===== config.mk =====
export PLATFORM = sky130hd
export DESIGN_NAME = vga_timing_flat
export DESIGN_NICKNAME = d
export VERILOG_FILES = /design/src/rtl/vga_timing_if.sv /design/src/rtl/vga_timing.sv /design/src/flat_wrapper.sv
export SDC_FILE = /design/constraint.sdc
export NUM_CORES = 1
export LEC_CHECK = 0
export ABC_AREA = 1
export ABC_CLOCK_PERIOD_IN_PS = 2000
export BUFFER_PORTS_ARGS = -buffer_cell sky130_fd_sc_hd__clkbuf_2
export CAP_MARGIN = 0
export CELL_PAD_IN_SITES_DETAIL_PLACEMENT = 0
export CELL_PAD_IN_SITES_GLOBAL_PLACEMENT = 2
export CORE_ASPECT_RATIO = 0.75
export CORE_MARGIN = 5
export CORE_UTILIZATION = 32
export DETAILED_ROUTE_END_ITERATION = 6
export PLACE_DENSITY = 0.74
export SYNTH_ARGS = -nofsm -noshare
export SYNTH_HDL_FRONTEND = slang
export SYNTH_SLANG_ARGS = --single-unit
export TNS_END_PERCENT = 5

===== constraint.sdc =====
create_clock -name clk -period 2 [get_ports clk]
set_clock_uncertainty 0.2 [all_clocks]
set_input_delay 0.2 -clock clk [delete_from_list [all_inputs] [get_ports clk]]
set_output_delay 0.2 -clock clk [all_outputs]
set_load 0.005 [all_outputs]

===== src/rtl/vga_timing_if.sv =====
// Video timing output bundle: sync strobes, display enable and the pixel position they describe.
interface vga_timing_if;
   logic       hsync;
   logic       vsync;
   logic       de;
   logic [9:0] x;
   logic [9:0] y;
   logic       line_start;
   logic       frame_start;

   modport master (output hsync, vsync, de, x, y, line_start, frame_start);
   modport slave  (input  hsync, vsync, de, x, y, line_start, frame_start);
endinterface


===== src/rtl/vga_timing.sv =====
// Raster timing generator: walks a (nx, ny) position counter one pixel per ce and
// registers the sync, enable and position outputs decoded from it.
module vga_timing #(
   parameter int H_ACTIVE = 640,
   parameter int H_FP     = 16,
   parameter int H_SYNC   = 96,
   parameter int H_BP     = 48,
   parameter int V_ACTIVE = 480,
   parameter int V_FP     = 10,
   parameter int V_SYNC   = 2,
   parameter int V_BP     = 33,
   parameter int SYNC_POL = 0
) (
   input  logic          clk,
   input  logic          rst,
   input  logic          ce,
   vga_timing_if.master  vga
);

   localparam int H_TOTAL = H_ACTIVE + H_FP + H_SYNC + H_BP;
   localparam int V_TOTAL = V_ACTIVE + V_FP + V_SYNC + V_BP;

   // Boundaries are 11 bits wide so a total of exactly 1024 still compares correctly.
   localparam logic [10:0] H_VIS_END  = 11'(H_ACTIVE);
   localparam logic [10:0] H_SYNC_BEG = 11'(H_ACTIVE + H_FP);
   localparam logic [10:0] H_SYNC_END = 11'(H_ACTIVE + H_FP + H_SYNC);
   localparam logic [10:0] V_VIS_END  = 11'(V_ACTIVE);
   localparam logic [10:0] V_SYNC_BEG = 11'(V_ACTIVE + V_FP);
   localparam logic [10:0] V_SYNC_END = 11'(V_ACTIVE + V_FP + V_SYNC);
   localparam logic [9:0]  H_LAST     = 10'(H_TOTAL - 1);
   localparam logic [9:0]  V_LAST     = 10'(V_TOTAL - 1);
   localparam logic        SYNC_ON    = (SYNC_POL != 0);

   logic [9:0] nx;
   logic [9:0] ny;
   logic [10:0] nx_w;
   logic [10:0] ny_w;
   logic       h_vis;
   logic       v_vis;
   logic       h_pulse;
   logic       v_pulse;

   logic       hsync_q;
   logic       vsync_q;
   logic       de_q;
   logic [9:0] x_q;
   logic [9:0] y_q;
   logic       line_start_q;
   logic       frame_start_q;

   always_comb begin
      nx_w    = {1'b0, nx};
      ny_w    = {1'b0, ny};
      h_vis   = nx_w < H_VIS_END;
      v_vis   = ny_w < V_VIS_END;
      h_pulse = (nx_w >= H_SYNC_BEG) && (nx_w < H_SYNC_END);
      v_pulse = (ny_w >= V_SYNC_BEG) && (ny_w < V_SYNC_END);
   end

   // Outputs describe the position the counters held before this edge, so every
   // output is coherent with every other and none depends on an input combinationally.
   always_ff @(posedge clk) begin
      if (rst) begin
         nx            <= '0;
         ny            <= '0;
         x_q           <= '0;
         y_q           <= '0;
         de_q          <= 1'b0;
         line_start_q  <= 1'b0;
         frame_start_q <= 1'b0;
         hsync_q       <= ~SYNC_ON;
         vsync_q       <= ~SYNC_ON;
      end else if (ce) begin
         x_q           <= nx;
         y_q           <= ny;
         de_q          <= h_vis && v_vis;
         line_start_q  <= (nx == 10'd0);
         frame_start_q <= (nx == 10'd0) && (ny == 10'd0);
         hsync_q       <= h_pulse ? SYNC_ON : ~SYNC_ON;
         vsync_q       <= v_pulse ? SYNC_ON : ~SYNC_ON;
         if (nx == H_LAST) begin
            nx <= '0;
            ny <= (ny == V_LAST) ? 10'd0 : ny + 10'd1;
         end else begin
            nx <= nx + 10'd1;
         end
      end
   end

   assign vga.hsync       = hsync_q;
   assign vga.vsync       = vsync_q;
   assign vga.de          = de_q;
   assign vga.x           = x_q;
   assign vga.y           = y_q;
   assign vga.line_start  = line_start_q;
   assign vga.frame_start = frame_start_q;

endmodule


===== src/flat_wrapper.sv =====
// flat-port wrapper written by rule: the top's interface ports become plain ports
module vga_timing_flat 
#(
   parameter int H_ACTIVE = 640,
   parameter int H_FP     = 16,
   parameter int H_SYNC   = 96,
   parameter int H_BP     = 48,
   parameter int V_ACTIVE = 480,
   parameter int V_FP     = 10,
   parameter int V_SYNC   = 2,
   parameter int V_BP     = 33,
   parameter int SYNC_POL = 0
)
  (clk, rst, ce, vga_hsync, vga_vsync, vga_de, vga_x, vga_y, vga_line_start, vga_frame_start);
  vga_timing_if vga_i ();
  input  logic clk;
  input  logic rst;
  input  logic ce;
  output wire logic [$bits(vga_i.hsync)-1:0] vga_hsync;
  output wire logic [$bits(vga_i.vsync)-1:0] vga_vsync;
  output wire logic [$bits(vga_i.de)-1:0] vga_de;
  output wire logic [$bits(vga_i.x)-1:0] vga_x;
  output wire logic [$bits(vga_i.y)-1:0] vga_y;
  output wire logic [$bits(vga_i.line_start)-1:0] vga_line_start;
  output wire logic [$bits(vga_i.frame_start)-1:0] vga_frame_start;
  assign vga_hsync = vga_i.hsync;
  assign vga_vsync = vga_i.vsync;
  assign vga_de = vga_i.de;
  assign vga_x = vga_i.x;
  assign vga_y = vga_i.y;
  assign vga_line_start = vga_i.line_start;
  assign vga_frame_start = vga_i.frame_start;
  vga_timing #(.H_ACTIVE(H_ACTIVE), .H_FP(H_FP), .H_SYNC(H_SYNC), .H_BP(H_BP), .V_ACTIVE(V_ACTIVE), .V_FP(V_FP), .V_SYNC(V_SYNC), .V_BP(V_BP), .SYNC_POL(SYNC_POL)) u_core (.clk(clk), .rst(rst), .ce(ce), .vga(vga_i));
endmodule

==> out/results.ini <==
[status]
status=complete, no violations

[sta]
tightest_slew_ps=340.7
report.final.hold_viol_count=0
fin_ws_ps=209.4
slew_viol_final=0
fin_crit_ps=1791
max_freq_mhz=558.5
setup_viol=0
fin_tns_setup_ps=0
slew_headroom=0.7711
rsz0062_at_grt=false
finalCritPeriodShare=0.8953

[setup_path]
slowest_stage=dfxtp_1
crit_path_cell_trace=ha_1 -> nand2_2 -> nor2_2 -> nand3_4 -> nand2_2 -> nand2_1 -> nand2_1 -> nor2_1
worst-path-buf-inv=0
crit_fanout=11
cpLargestDelayFamily=simple AND/OR/NAND/NOR gates
path_class=flop to flop
ff2ff_setup_slack_ps=210
worstPathRequired_ps=1990
end_kind=flop
worstSetupStartpointType=flop
cp_slowest_stage_delay_ps=390
cp_data_arrival_time_ps=1780

[power]
p_clk_frac=0.362
ir_drop_v=0.0002587
p_int_mw=1.254
power_frac_comb=0.076
pwr-share-seq=0.562
p_sw_frac=0.2496
p_per_area_nw_per_um2=698.3
total_leakage_power_nw=1.024
p_sw_mw=0.4170

[detailed_routing]
totalWireLength_mm=5.736
first_iter_violations=127
wl_per_cell_um=14.45
drtAntennaViolNets=0
num_vias=1896
drc=0
avgViaCountPerCell=4.776
firstDrtPassIters=4

[yosys]
syn_nets=294
yosysWarnings=0
yosysSeqAreaShare=0.4319
ys_seq_elements=45
syn_avg_cell_area_um2=7.267
synth_cells=287
netlist_area_um2=2086
synth_cell_type_count=27

[clock_network]
cts_resized=0
clkTransAtPathRegs_ps=90
clockBufferDepth=2
clkLatencyLatePin_ps=300
hold_buffers=0
post_cts_buffers=0
clkSinkCount=45
clock-root-buffer=clkbuf_8
tritoncts=built
htreeDepth=2
cts_buffers=5

[die]
dieArea_um2=8249
start_util=0.3301
ioPinCount=28
chipHeight_um=79.92
coreArea_um2=6319
die_w_um=103.2
row_count=25

[place]
port_buffers=27
post-place-ws_ps=227.0
dpl.hpwl_mm=4.308
routabilityCongestion=0.8200

[grt]
grt_pass1_wl_mm=9.515
groute.usage.overall=0.1492
antenna_found_initial=0
grt_max_degree=31
grt_pass1_vias=1794
overflow=0

[cells_and_area]
drive_gt1_frac=0.1867
antenna_cells=0
area_delta_synth_final_pct=14.70
fill_cells=686
nNetsFinal=322
final_common_cell=nand2_1
layout_common_cells=nand2_1 (58), dfxtp_1 (45), inv_1 (31)

[flow_run]
drv_cap=0

[min_path]
min-delay-path-class=primary input to flop

==> Yosys cell counts <==
cell type | instances | share of area
o21ai_0 | 20 | 0.048
nor2_1 | 26 | 0.047
a211oi_1 | 2 | 0.0072
buf_2 | 3 | 0.0072
buf_1 | 2 | 0.0036
nor2_2 | 6 | 0.018
buf_4 | 1 | 0.0036
nor2_4 | 1 | 0.0054
dfxtp_1 | 45 | 0.43
clkbuf_1 | 3 | 0.0054
nand2_2 | 5 | 0.015
ha_1 | 4 | 0.024
buf_6 | 2 | 0.011
nor3_1 | 12 | 0.029
nand2_1 | 58 | 0.10
inv_1 | 31 | 0.056
nand3_2 | 1 | 0.0048
nand3_1 | 18 | 0.043
o21bai_4 | 1 | 0.0090
nand4_1 | 7 | 0.021
inv_2 | 3 | 0.0054
nand3b_1 | 1 | 0.0036
a21oi_1 | 30 | 0.072
nor3_2 | 1 | 0.0048
xor2_1 | 2 | 0.0084
nor3b_1 | 1 | 0.0036
nand3_4 | 1 | 0.0084
==> worst min-delay path: stages <==
cell	delay, ps
clkbuf_2	90
inv_1	110
nand2_1	100
a21oi_1	40
==> sequential cells by signal, indices dropped and copies added, names as in the netlist <==
| register | flops |
|---|---|
| u_core.nx | 10 |
| u_core.ny | 10 |
| u_core.vga.x | 10 |
| u_core.vga.y | 10 |
| u_core.vga.de | 1 |
| u_core.vga.frame_start | 1 |
| u_core.vga.hsync | 1 |
| u_core.vga.line_start | 1 |
| u_core.vga.vsync | 1 |
==> cell type report <==
class	count	area [um2]	area share
sequential	45	900.9	0.3766
multi-input combinational	197	993.5	0.4153
timing repair buffer	32	172.7	0.07218
clock inverter	2	13.76	0.005753
inverter	34	127.6	0.05335
clock buffer	6	82.58	0.03452
tap	81	101.3	0.04236
==> metal layers <==
layer,track usage,part of all wire,vias to the layer above
met3,0.03493,0.074,4
met4,0.03493,0.0054,0
met2,0.1908,0.37,51
met5,0,0,-
met1,0.2415,0.55,849
li1,-,-,992
==> through the flow <==
| step | utilization | hold slack [ps] | power (mW) | cell area (um2) | std cells |
|---|---|---|---|---|---|
| finish | 0.3786 | 79.42 | 1.670 | 2392 | 397 |
| global route | 0.3786 | 111.5 | 1.757 | 2392 | 397 |
| CTS | 0.3786 | 73.89 | 1.695 | 2392 | 397 |
| detailed placement | 0.3634 | 256.5 | 1.088 | 2296 | 389 |
| global placement | 0.3634 | 250.7 | 1.087 | 2296 | 389 |
| floorplan | - | 163.8 | 1.035 | 2086 | 287 |
==> path summary, 6_finish.rpt <==
kind                            cells past startpoint               to       startpoint
worst max-delay path                                8     u_core.ny[9]     u_core.nx[1]
worst min-delay path                                4     u_core.nx[0]              rst
worst max register to register                      8     u_core.ny[9]     u_core.nx[1]
worst min register to register                      2  u_core.vga.x[0]  u_core.vga.x[0]
==> cell families (layout without fill, tap and decap cells) <==
logic type      after synthesis  count (layout)  share of synthesized area
compound gates               53              53                     0.1362
xor+xnor                      2               2                   0.008400
buf+inv                      45              74                    0.09178
fa+ha+maj                     4               4                    0.02400
simple gates                138             138                     0.3077
flops                        45              45                     0.4319
==> power by group through the flow <==
stage	registers, mW	clock network [mW]	logic (mW)
2_1_floorplan	0.961	0	0.0739
3_3_place_gp	0.960	0	0.127
3_5_place_dp	0.960	0	0.127
4_1_cts	0.939	0.627	0.128
5_1_grt	0.943	0.669	0.145
6_report	0.939	0.605	0.127
Power figures use the tool's default switching activity.
